**src/rtl/sobel_frame_sequencer.sv**
```systemverilog
// Frame-level controller for the Sobel engine: loads one frame into BRAM0, kicks
// the engine, waits for done under a watchdog, then releases BRAM1 to a reader.
module sobel_frame_sequencer #(
  parameter int DATA_WIDTH   = 8,
  parameter int ADDR_WIDTH   = 16,
  parameter int IMAGE_WIDTH  = 5,
  parameter int IMAGE_HEIGHT = 5,
  parameter int TIMEOUT      = 1024
) (
  input  logic                  clk,
  input  logic                  rst,
  input  logic                  i_start,
  input  logic                  i_mode_sobel,
  input  logic                  i_pix_valid,
  input  logic [DATA_WIDTH-1:0] i_pix_data,
  output logic                  o_pix_ready,
  output logic                  o_b0_ce,
  output logic                  o_b0_we,
  output logic [ADDR_WIDTH-1:0] o_b0_addr,
  output logic [DATA_WIDTH-1:0] o_b0_d,
  output logic                  o_eng_en,
  output logic                  o_eng_run,
  output logic [ADDR_WIDTH-1:0] o_eng_num_cnt,
  input  logic                  i_eng_idle,
  input  logic                  i_eng_done,
  output logic                  o_frame_ready,
  input  logic                  i_frame_ack,
  input  logic                  i_clr_err,
  output logic                  o_busy,
  output logic                  o_timeout_err,
  output logic [15:0]           o_frame_cnt
);

  localparam int unsigned N    = IMAGE_WIDTH * IMAGE_HEIGHT;
  localparam int unsigned WD_W = (TIMEOUT > 2) ? $clog2(TIMEOUT) : 1;
  localparam logic [ADDR_WIDTH-1:0] NUM_CNT = ADDR_WIDTH'(N);
  localparam logic [ADDR_WIDTH-1:0] N_LAST  = ADDR_WIDTH'(N - 1);
  localparam logic [WD_W-1:0]       WD_LAST = WD_W'(TIMEOUT - 1);

  typedef enum logic [2:0] {
    S_IDLE,
    S_LOAD,
    S_KICK,
    S_RUN,
    S_DRAIN,
    S_ERR
  } state_t;

  state_t                  state_q, state_d;
  logic                    mode_q, mode_d;
  logic [ADDR_WIDTH-1:0]   pix_cnt_q, pix_cnt_d;
  logic [WD_W-1:0]         wdog_q, wdog_d;
  logic [15:0]             frame_cnt_q, frame_cnt_d;
  logic                    accept;

  always_ff @(posedge clk) begin
    if (rst) begin
      state_q     <= S_IDLE;
      mode_q      <= 1'b0;
      pix_cnt_q   <= '0;
      wdog_q      <= '0;
      frame_cnt_q <= '0;
    end else begin
      state_q     <= state_d;
      mode_q      <= mode_d;
      pix_cnt_q   <= pix_cnt_d;
      wdog_q      <= wdog_d;
      frame_cnt_q <= frame_cnt_d;
    end
  end

  always_comb begin
    state_d     = state_q;
    mode_d      = mode_q;
    pix_cnt_d   = pix_cnt_q;
    wdog_d      = wdog_q;
    frame_cnt_d = frame_cnt_q;
    accept      = (state_q == S_LOAD) && i_pix_valid;
    unique case (state_q)
      S_IDLE: begin
        if (i_start && i_eng_idle) begin
          state_d   = S_LOAD;
          mode_d    = i_mode_sobel;
          pix_cnt_d = '0;
        end
      end
      S_LOAD: begin
        if (accept) begin
          pix_cnt_d = pix_cnt_q + ADDR_WIDTH'(1);
          if (pix_cnt_q == N_LAST) state_d = S_KICK;
        end
      end
      S_KICK: begin
        wdog_d  = '0;
        state_d = S_RUN;
      end
      S_RUN: begin
        // done takes priority over a simultaneous watchdog expiry
        if (i_eng_done) begin
          state_d     = S_DRAIN;
          frame_cnt_d = frame_cnt_q + 16'(1);
        end else if (wdog_q == WD_LAST) begin
          state_d = S_ERR;
        end else begin
          wdog_d = wdog_q + WD_W'(1);
        end
      end
      S_DRAIN: if (i_frame_ack) state_d = S_IDLE;
      S_ERR:   if (i_clr_err)   state_d = S_IDLE;
      default: state_d = S_IDLE;
    endcase
  end

  assign o_pix_ready   = (state_q == S_LOAD);
  assign o_b0_ce       = accept;
  assign o_b0_we       = accept;
  assign o_b0_addr     = accept ? pix_cnt_q  : '0;
  assign o_b0_d        = accept ? i_pix_data : '0;
  assign o_eng_en      = (state_q == S_KICK);
  assign o_eng_run     = mode_q && ((state_q == S_KICK) || (state_q == S_RUN) || (state_q == S_DRAIN));
  assign o_eng_num_cnt = NUM_CNT;
  assign o_frame_ready = (state_q == S_DRAIN);
  assign o_busy        = (state_q != S_IDLE);
  assign o_timeout_err = (state_q == S_ERR);
  assign o_frame_cnt   = frame_cnt_q;

endmodule

```
**config.mk**
```make
export PLATFORM = sky130hd
export DESIGN_NAME = sobel_frame_sequencer
export DESIGN_NICKNAME = d
export VERILOG_FILES = /design/src/rtl/sobel_frame_sequencer.sv
export SDC_FILE = /design/constraint.sdc
export NUM_CORES = 1
export LEC_CHECK = 0
export CAP_MARGIN = 20
export CORE_MARGIN = 3
export CORE_UTILIZATION = 50
export CTS_BUF_LIST = sky130_fd_sc_hd__clkbuf_2 sky130_fd_sc_hd__clkbuf_4 sky130_fd_sc_hd__clkbuf_8
export DETAILED_ROUTE_END_ITERATION = 6
export DONT_BUFFER_PORTS = 1
export HOLD_SLACK_MARGIN = 0.05
export PLACE_DENSITY = 0.72
export SYNTH_ARGS = -nofsm -noshare
export SYNTH_HDL_FRONTEND = slang
export SYNTH_SLANG_ARGS = --single-unit
export TNS_END_PERCENT = 20
```
**constraint.sdc**
```tcl
create_clock -name clk -period 2.55 [get_ports clk]
set_clock_uncertainty 0.1 [all_clocks]
set_input_delay 0.51 -clock clk [delete_from_list [all_inputs] [get_ports clk]]
set_output_delay 0.51 -clock clk [all_outputs]
set_load 0.01 [all_outputs]
```
==> qor.yml <==
p_per_area_nw_per_um2: 501
gp_congestion: 0.859
fmax_mhz: 421
slew_viol_final: 0
finish.utilization: 0.545
drtIter0Drc: 176
antennaDiodeCount: 0
seq_area_frac_synth: 0.331
ant_nets: 0
cts_inserted_buffers: 5
antenna_found_initial: 0
grt_first_pass_wirelength_um: 10600
drive_above_1_share: 0.0871
crit_type: "flop to output pin"
ys_warn_count: 0
worstMarginPinSlew_ps: 693
synth_top_family_by_area: "simple AND/OR/NAND/NOR gates"
avgRoutedWirePerCell_um: 16.4
synthMuxAreaShare: 0.0216
rows: 26
ys_seq_elements: 46
crit_required_ps: 1940
syn_area_um2: 2790
stdcell_count: 403
ys_types: 55
final_cell_mix: "dfxtp_1, nor2_1, and3_1, nand2_1, a21oi_1"
synth_compound_area_frac: 0.162
yosys_most_used_dff: "dfxtp_1"
rsz0062_at_grt: "no"
leakage_nw: 1.03
final_nets: 353
grt_usage: 0.206
synth_adder_area_share: 0.0180
syn_area_per_cell_um2: 8.12
io_pins: 81
crit_path_end_kind: "output pin"
core_area_um2: 5240
finalCritPeriodShare: 0.932
post_cts_buffers: 0
route.detailed.drc: 0
cts_tree: "built"
clk_pin_slew_worst_paths_ps: 100
initial_core_util: 0.532
clock-root-buffer: "clkbuf_8"
die_x_um: 80.6
die_h_um: 80.6
top_usage_layer: "met2"
vias: 2477
clk_latency_ps: 310
die_area_um2: 6500
met1_usage: 0.270
clk_path_buf_depth: 2
first_pass_iters: 4
nFillCells: 508
async_flop_share: 0
routed_wirelength_um: 6620
outcome: "finished clean"
routed_via_density: 6.15
holdCritPathClass: "input pin to flop"
yosys.area_share.simple: 0.345
reg2reg_setup_slack_ps: 450
synth_edf_count: 0
grt_pass1_vias: 2224
grt_overflow: 0
use_met2: 0.325
use_met3: 0.0605
drv_cap: 0
dp.cells: 395
synthCells: 343
synth_xor_area_frac: 0.0377
dpl_cell_area_um2: 2760
crit_fanout: 28
setup_tns_ps: 0
layout_commonest_cell: "dfxtp_1"
cts.htree.levels: 2
period_needed_ps: 2380
clock_sink_count: 46
hold_viol: 0
slew_headroom: 0.538
setup_violations: 0
dp.final_hpwl_um: 4620
cp.arrival_ps: 1770
fin_area_um2: 2850
io_buffer_count: 0
cts_hold_buf: 0
ir_worst_vdd_v: 0.000220
critPathLaunchType: "flop"
ctsResizeCount: 0
syn_to_final_growth_pct: 2.47
grt_max_degree: 34
-- through the flow --
| step | worst slack (ps) | total power, W | hold WS [ps] |
|---|---|---|---|
| 2_1_floorplan | 575 | 0.000945 | 361 |
| 3_3_place_gp | 506 | 0.000949 | 383 |
| 3_5_place_dp | 468 | 0.000954 | 390 |
| 4_1_cts | 176 | 0.00144 | 148 |
| 5_1_grt | 12.4 | 0.00149 | 139 |
| 6_report | 173 | 0.00143 | 153 |
-- power by group --
group / switching (W) / leakage (nW) / internal (W)
sequential: 0.0000158 / 0.371 / 0.000727
combinational: 0.000134 / 0.605 / 0.0000628
clock: 0.000286 / 0.0495 / 0.000204
-- flip-flops by register name, indices dropped and copies added, names as in the netlist --
name,cells
mode_q,1
wdog_q,10
o_frame_cnt,16
pix_cnt_q,16
state_q,3
-- cell usage after synthesis, types with 2 or more instances --
cell type | number | area (µm²)
a2111oi_0 | 2 | 17.5
nand4b_1 | 2 | 17.5
and2_1 | 5 | 31.3
dfxtp_1 | 46 | 921
and3_1 | 23 | 144
nand3_1 | 19 | 95.1
o211ai_1 | 2 | 15.0
nand2b_1 | 4 | 25.0
nor2b_1 | 2 | 12.5
a41oi_1 | 2 | 17.5
nor3_1 | 5 | 25.0
conb_1 | 2 | 7.51
mux2i_1 | 6 | 60.1
or4_1 | 7 | 52.6
inv_1 | 6 | 22.5
a21o_1 | 2 | 15.0
clkbuf_1 | 17 | 63.8
a31oi_1 | 5 | 31.3
o21ai_0 | 10 | 50.1
nor3b_1 | 6 | 45.0
buf_2 | 2 | 10.0
a21oi_1 | 20 | 100
or2_2 | 2 | 12.5
nand3b_1 | 3 | 22.5
nor4_1 | 5 | 31.3
and4_1 | 4 | 35.0
xor2_1 | 9 | 78.8
nand2_1 | 21 | 78.8
or3_2 | 3 | 22.5
buf_4 | 18 | 135
nor2_1 | 24 | 90.1
or3_1 | 5 | 31.3
a211oi_1 | 5 | 37.5
o31ai_1 | 10 | 75.1
or4_2 | 4 | 35.0
xnor2_1 | 3 | 26.3
and4b_1 | 2 | 20.0
and3b_1 | 2 | 17.5
ha_1 | 4 | 50.1
nand4_1 | 9 | 56.3
-- kinds of logic after synthesis --
| kind of cell | count (synthesis) |
|---|---|
| buf+inv | 43 |
| compound gates | 68 |
| mux | 6 |
| flops | 46 |
| xor+xnor | 12 |
| fa+ha+maj | 4 |
| simple gates | 162 |
| other cells | 2 |
-- critical path, stage by stage (launching register included) --
cell and delay [ps]:
dfxtp_1 440, buf_4 310, nor3b_2 210, buf_4 250, and3_1 250
-- layer usage --
layer / vias up / share of wire
met2: 93 / 0.45
met5: - / 0
li1: 1214 / -
met3: 10 / 0.080
met1: 1160 / 0.45
met4: 0 / 0.015
-- path summary, 6_finish.rpt --
path	from	end	cells after the start
min	rst	wdog_q[9]$_SDFFE_PP0P_	1
max	state_q[0]$_SDFFE_PP0P_	o_b0_addr[12]	4
min reg2reg	pix_cnt_q[14]$_SDFFE_PP0P_	pix_cnt_q[14]$_SDFFE_PP0P_	2
max reg2reg	state_q[2]$_SDFFE_PP0P_	pix_cnt_q[15]$_SDFFE_PP0P_	4
-- layout make-up --
| type | count | area, µm² | share of cell area |
|---|---|---|---|
| timing repair buffer | 5 | 37.5 | 0.0132 |
| sequential | 46 | 921 | 0.323 |
| inverter | 6 | 22.5 | 0.00789 |
| clock inverter | 3 | 26.3 | 0.00921 |
| multi-input combinational | 268 | 1690 | 0.592 |
| tap | 70 | 87.6 | 0.0307 |
| clock buffer | 5 | 68.8 | 0.0241 |
No activity file was read; power rests on OpenSTA's default activity.
